--- src/rtl/fetch_pkg.sv ---
// Shared constants for the instruction-fetch stage.
//   OP_HLT / OP_SW : opcodes (instr[15:12]) that fetch has to recognise
//   NOP_INSTR      : instruction word carried by an IF/ID bubble
//   ST_*           : fetch FSM state encoding
package fetch_pkg;

   localparam logic [3:0]  OP_HLT    = 4'hF;
   localparam logic [3:0]  OP_SW     = 4'h9;
   localparam logic [15:0] NOP_INSTR = 16'h0000;

   localparam logic [1:0]  ST_FETCH   = 2'd0;
   localparam logic [1:0]  ST_DISCARD = 2'd1;
   localparam logic [1:0]  ST_HALT    = 2'd2;

   // Second source register: stores name it in [11:8], everything else in [3:0].
   function automatic logic [3:0] rt_field(input logic [15:0] instr);
      return (instr[15:12] == OP_SW) ? instr[11:8] : instr[3:0];
   endfunction

endpackage

--- src/rtl/fetch_unit_if_id_pipe.sv ---
// IF/ID pipeline register with hold/flush and register-field extraction.
// Ports:
//   clk, rst            : clock, synchronous active-high reset
//   wen, flush          : load enable; flush forces a bubble and wins over wen
//   ld_instr/ld_pc_plus2/ld_valid : value offered by fetch this cycle
//   instr, pc_plus2, valid        : registered IF/ID contents
//   rs, rt              : source register fields decoded from the registered word
module fetch_unit_if_id_pipe
   import fetch_pkg::*;
(
   input  logic        clk,
   input  logic        rst,
   input  logic        wen,
   input  logic        flush,
   input  logic [15:0] ld_instr,
   input  logic [15:0] ld_pc_plus2,
   input  logic        ld_valid,
   output logic [15:0] instr,
   output logic [15:0] pc_plus2,
   output logic        valid,
   output logic [3:0]  rs,
   output logic [3:0]  rt
);

   always_ff @(posedge clk) begin
      if (rst || flush) begin
         instr    <= NOP_INSTR;
         pc_plus2 <= 16'h0000;
         valid    <= 1'b0;
      end else if (wen) begin
         instr    <= ld_instr;
         pc_plus2 <= ld_pc_plus2;
         valid    <= ld_valid;
      end
   end

   assign rs = instr[7:4];
   assign rt = rt_field(instr);

endmodule

--- src/rtl/fetch_unit.sv ---
// Instruction-fetch stage: PC, I-memory request port and IF/ID register.
// Ports:
//   clk, rst                     : clock, synchronous active-high reset
//   pc_wen, if_id_wen, if_id_flush : hazard-unit hold/flush controls
//   br_taken, br_target          : fetch redirect
//   imem_req/addr/ready/data     : instruction-memory port (ready same cycle on hit)
//   if_id_*                      : IF/ID contents and decoded rs/rt
//   fetch_stall, halted          : status
//
// state      | meaning
// -----------+----------------------------------------------------------
// ST_FETCH   | request at pc every cycle, accept word when allowed
// ST_DISCARD | branch arrived mid-miss; finish old request, drop it, jump
// ST_HALT    | HLT accepted; no requests until a branch or reset
module fetch_unit
   import fetch_pkg::*;
#(
   parameter logic [15:0] RESET_PC = 16'h0000
) (
   input  logic        clk,
   input  logic        rst,
   input  logic        pc_wen,
   input  logic        if_id_wen,
   input  logic        if_id_flush,
   input  logic        br_taken,
   input  logic [15:0] br_target,
   output logic        imem_req,
   output logic [15:0] imem_addr,
   input  logic        imem_ready,
   input  logic [15:0] imem_data,
   output logic [15:0] if_id_instr,
   output logic [15:0] if_id_pc_plus2,
   output logic        if_id_valid,
   output logic [3:0]  if_id_rs,
   output logic [3:0]  if_id_rt,
   output logic        fetch_stall,
   output logic        halted
);

   logic [1:0]  state, state_nxt;
   logic [15:0] pc, pc_nxt;
   logic [15:0] redirect_pc, redirect_nxt;
   logic [15:0] pc_plus2;
   logic        accept;

   assign pc_plus2 = pc + 16'd2;

   // A word is only consumed when every stage downstream can take it; in any
   // other ready cycle it is dropped and the same pc is fetched again.
   assign accept = (state == ST_FETCH) && !br_taken && imem_ready &&
                   pc_wen && if_id_wen && !if_id_flush;

   always_comb begin
      state_nxt    = state;
      pc_nxt       = pc;
      redirect_nxt = redirect_pc;
      case (state)
         ST_FETCH: begin
            if (br_taken) begin
               if (imem_ready) begin
                  pc_nxt = br_target;
               end else begin
                  // Memory still owes us this word; remember where to go.
                  redirect_nxt = br_target;
                  state_nxt    = ST_DISCARD;
               end
            end else if (accept) begin
               if (imem_data[15:12] == OP_HLT) state_nxt = ST_HALT;
               else                            pc_nxt    = pc_plus2;
            end
         end
         ST_DISCARD: begin
            if (br_taken) redirect_nxt = br_target;
            if (imem_ready) begin
               pc_nxt    = br_taken ? br_target : redirect_pc;
               state_nxt = ST_FETCH;
            end
         end
         ST_HALT: begin
            if (br_taken) begin
               pc_nxt    = br_target;
               state_nxt = ST_FETCH;
            end
         end
         default: state_nxt = ST_FETCH;
      endcase
   end

   always_ff @(posedge clk) begin
      if (rst) begin
         state       <= ST_FETCH;
         pc          <= RESET_PC;
         redirect_pc <= 16'h0000;
      end else begin
         state       <= state_nxt;
         pc          <= pc_nxt;
         redirect_pc <= redirect_nxt;
      end
   end

   assign imem_req    = (state != ST_HALT);
   assign imem_addr   = pc;
   assign fetch_stall = imem_req & ~imem_ready;
   assign halted      = (state == ST_HALT);

   fetch_unit_if_id_pipe u_if_id (
      .clk         (clk),
      .rst         (rst),
      .wen         (if_id_wen),
      .flush       (if_id_flush),
      .ld_instr    (accept ? imem_data : NOP_INSTR),
      .ld_pc_plus2 (accept ? pc_plus2  : 16'h0000),
      .ld_valid    (accept),
      .instr       (if_id_instr),
      .pc_plus2    (if_id_pc_plus2),
      .valid       (if_id_valid),
      .rs          (if_id_rs),
      .rt          (if_id_rt)
   );

endmodule

--- config.mk ---
export PLATFORM = sky130hd
export DESIGN_NAME = fetch_unit
export DESIGN_NICKNAME = d
export VERILOG_FILES = /design/src/rtl/fetch_pkg.sv /design/src/rtl/fetch_unit_if_id_pipe.sv /design/src/rtl/fetch_unit.sv
export SDC_FILE = /design/constraint.sdc
export NUM_CORES = 1
export LEC_CHECK = 0
export CORE_ASPECT_RATIO = 1.25
export CORE_MARGIN = 1.5
export CORE_UTILIZATION = 48
export CTS_BUF_LIST = sky130_fd_sc_hd__clkbuf_16
export DETAILED_ROUTE_END_ITERATION = 10
export GPL_TIMING_DRIVEN = 0
export HOLD_SLACK_MARGIN = 0.05
export PLACE_DENSITY = 0.89
export SLEW_MARGIN = 20
export SYNTH_ARGS = -nofsm -noshare
export SYNTH_HDL_FRONTEND = slang
export SYNTH_SLANG_ARGS = --single-unit
export TNS_END_PERCENT = 5
--- constraint.sdc ---
create_clock -name clk -period 2.4 [get_ports clk]
set_input_delay 0.48 -clock clk [delete_from_list [all_inputs] [get_ports clk]]
set_output_delay 0.48 -clock clk [all_outputs]
set_load 0.05 [all_outputs]
==> results.ini <==
[setup_path]
worst-r2r-setup-slack_ns = 0.11
cp-end-kind = output pin
critPathLaunchType = register
reg2reg_from = state[1]
critPathRequiredTime_ns = 1.92
reg2regPathDepth = 7
critical_path.cell_chain = nor4bb_4 -> mux2_2 -> dlygate4sd2_1
slowest_stage = nor4bb_4
crit_type = register to output pin
critPathArrivalTime_ns = 1.99
reg2reg_to = imem_addr[3]
critPathMaxFanout = 4
slowest_delay_ns = 0.47

[cells_and_area]
n_antenna_cell = 0
nFillCells = 519
multi_input_area_um2 = 1910
register_area_um2 = 1340
fin_area_um2 = 4790
synthToLayoutAreaGrowth_pct = 40.1
nets = 562
drive_gt1_share_pct = 9.56

[global_routing]
grt_pass1_vias = 3431
grt_usage_pct = 26.7
grt_pass1_wl_um = 16200
grt_max_degree = 12
antenna_found_initial = 0
grt_overflow = 0

[clock_tree]
ctsLongestPathBuffers = 2
cts-root-buf = clkbuf_16
cts_buffers = 9
cts.htree.levels = 3
cts_tree = yes
ctsHoldBuffers = 0
cts_resized = 10
cts.clk_slew.worst_paths_ns = 0.05
cts_setup_buffers = 0
clkSinkCount = 67
clock_latency_ns = 0.33

[floorplan]
ios = 99
die_y_um = 97.4
core_area_um2 = 6930
fp-row-count = 34
initial_utilization_pct = 49.3
die_area_um2 = 7650
die_w_um = 78.5

[placement]
dp_hpwl_um = 7420
place_ws_ns = -0.304
gp_congestion = 0.921
place_area_um2 = 4490
io_buffers = 96

[routing]
routed_via_density = 5.87
postRouteAntennaNets = 0
m1WireLength_um = 3850
post_drt_wl_per_cell_um = 16.5
dr.pass1.iters = 5
routed_wl_um = 10100
drc = 0
drtIter0Drc = 315
wl_met2_um = 5160
wl_met3_um = 726
vias = 3600
top_layer = met4

[logic_synthesis]
synth-compound-area-share_pct = 21.7
synth_edf_count = 0
synthSimpleGateAreaFrac_pct = 19.1
synth_cell_types = 49
netlist_area_um2 = 3420
yosys.area.top_type = dfxtp_1
syn_inst = 411
synth_mux_area_share_pct = 9.58
synthTopCellsByCount = dfxtp_1 (67), nor2_1 (57), nand2_1 (41)
avgSynthCellArea_um2 = 8.32
synthesis.nets = 455
ys_ff_latch = 67
synth_top_area_share_pct = 39.2
synth_top_family_by_area = compound AO/OA/AOI/OAI gates
async_flop_share_pct = 0
synthFlopType = dfxtp_1
synthTopCellsByArea = dfxtp_1 (39%), nor2_1 (6.3%), a22oi_1 (5.7%)
synth_seq_area_share_pct = 39.2
synthXorXnorAreaFrac_pct = 3.07
synth_warnings = 0
synth-adder-area-share_pct = 1.83
synth_most_common_cell = dfxtp_1

[sta]
grt_setup_unrepaired = yes
relSlewSlack_pct = 64.5
hold_ws_ns = 0.455
fin_crit_ns = 2.47
tightestPinTransition_ns = 0.532
post-route-period-util_pct = 103
clock_skew_ns = 0.00514
setup_viol = 4
final_max_slew_viol_count = 0
hold_viol = 0
setup_ws_ns = -0.0660
max_freq_mhz = 406
tns_ns = -0.176

[hold_path]
hold_class = register to register
holdPathStages = 2
hold_start = u_if_id.pc_plus2[15]
hold_end = u_if_id.pc_plus2[15]

[job]
drv_cap = 0

[power]
p_leak_nw = 1.77
ir_drop_mv = 0.487
pwr_density_cell_nw_per_um2 = 632

[run_status]
status = finished with violations
violations = negative setup slack

state kept, by name, summed over array words and instances (netlist names):
| signal | cells |
|---|---|
| redirect_pc | 16 |
| imem_addr | 16 |
| u_if_id.instr | 16 |
| state | 2 |
| u_if_id.pc_plus2 | 16 |
| u_if_id.valid | 1 |
worst max-delay path: cells and delay by family (launching register included):
kind | cells | cell delay (ns)
and+or+nand+nor | 1 | 0.47
DFF | 1 | 0.35
muxes | 1 | 0.41
buffers and inverters | 1 | 0.43
per-layer routing:
layer / vias up / global-route usage (%)
met2: 175 / 47.3
met1: 1697 / 30.1
met5: - / 0
met4: 0 / 13.5
met3: 35 / 4.79
li1: 1693 / -
cells in the final DEF (no fill, tap or decap), types with 3 or more instances in the layout:
cell,n
a211oi_1,8
a21oi_1,32
a22oi_1,26
a311oi_1,5
a32o_1,5
buf_2,7
buf_4,4
clkbuf_1,18
clkbuf_16,9
clkdlybuf4s50_1,89
clkinv_1,4
dfxtp_1,67
dlygate4sd2_1,4
ha_1,5
inv_1,10
mux2_2,14
mux2i_1,17
nand2_1,41
nand2b_1,4
nand3_1,6
nand4_1,5
nor2_1,56
nor2b_1,4
nor3_1,11
nor4_1,3
o21ai_0,19
xnor2_1,10
cells by family after synthesis:
kind of cell,after synthesis
AND/OR/NAND/NOR,143
AO/OA/AOI/OAI,110
buffers and inverters,43
multiplexers,31
XOR/XNOR,12
adder cells (fa/ha/maj),5
flip-flops,67
power by group:
group	switching (mW)	internal, mW
clock network	0.471	0.788
registers	0.0558	1.16
logic	0.328	0.228
worst max path at each step:
stage	start	cells past startpoint	to	slack (ns)
after floorplan	state[0]	4	fetch_stall	0.10
after global placement	imem_ready	7	imem_addr[12]	-0.27
after detailed placement	imem_ready	7	imem_addr[12]	-0.30
after CTS	state[0]	5	imem_req	-0.13
after global routing	u_if_id.instr[15]	3	if_id_rt[1]	-0.11
final	u_if_id.instr[15]	3	if_id_rt[1]	-0.07
through the flow:
step | total power [mW] | utilization (%) | instances
final | 3.03 | 69.1 | 613
after floorplan | 1.58 | - | 411
after CTS | 3.03 | 69.1 | 613
after detailed placement | 1.78 | 64.8 | 597
after global routing | 3.13 | 69.1 | 613
after global placement | 1.77 | 64.8 | 597
area by class of cell:
class,instances,share of cell area (%)
Tap cell,90,2.35
Clock buffer,9,4.70
Inverter,11,0.861
Multi-Input combinational cell,301,39.9
Sequential cell,67,28.0
Timing Repair Buffer,96,19.8
Clock inverter,7,1.23
Buffer,32,3.16
No activity file was read; power rests on OpenSTA's default activity.
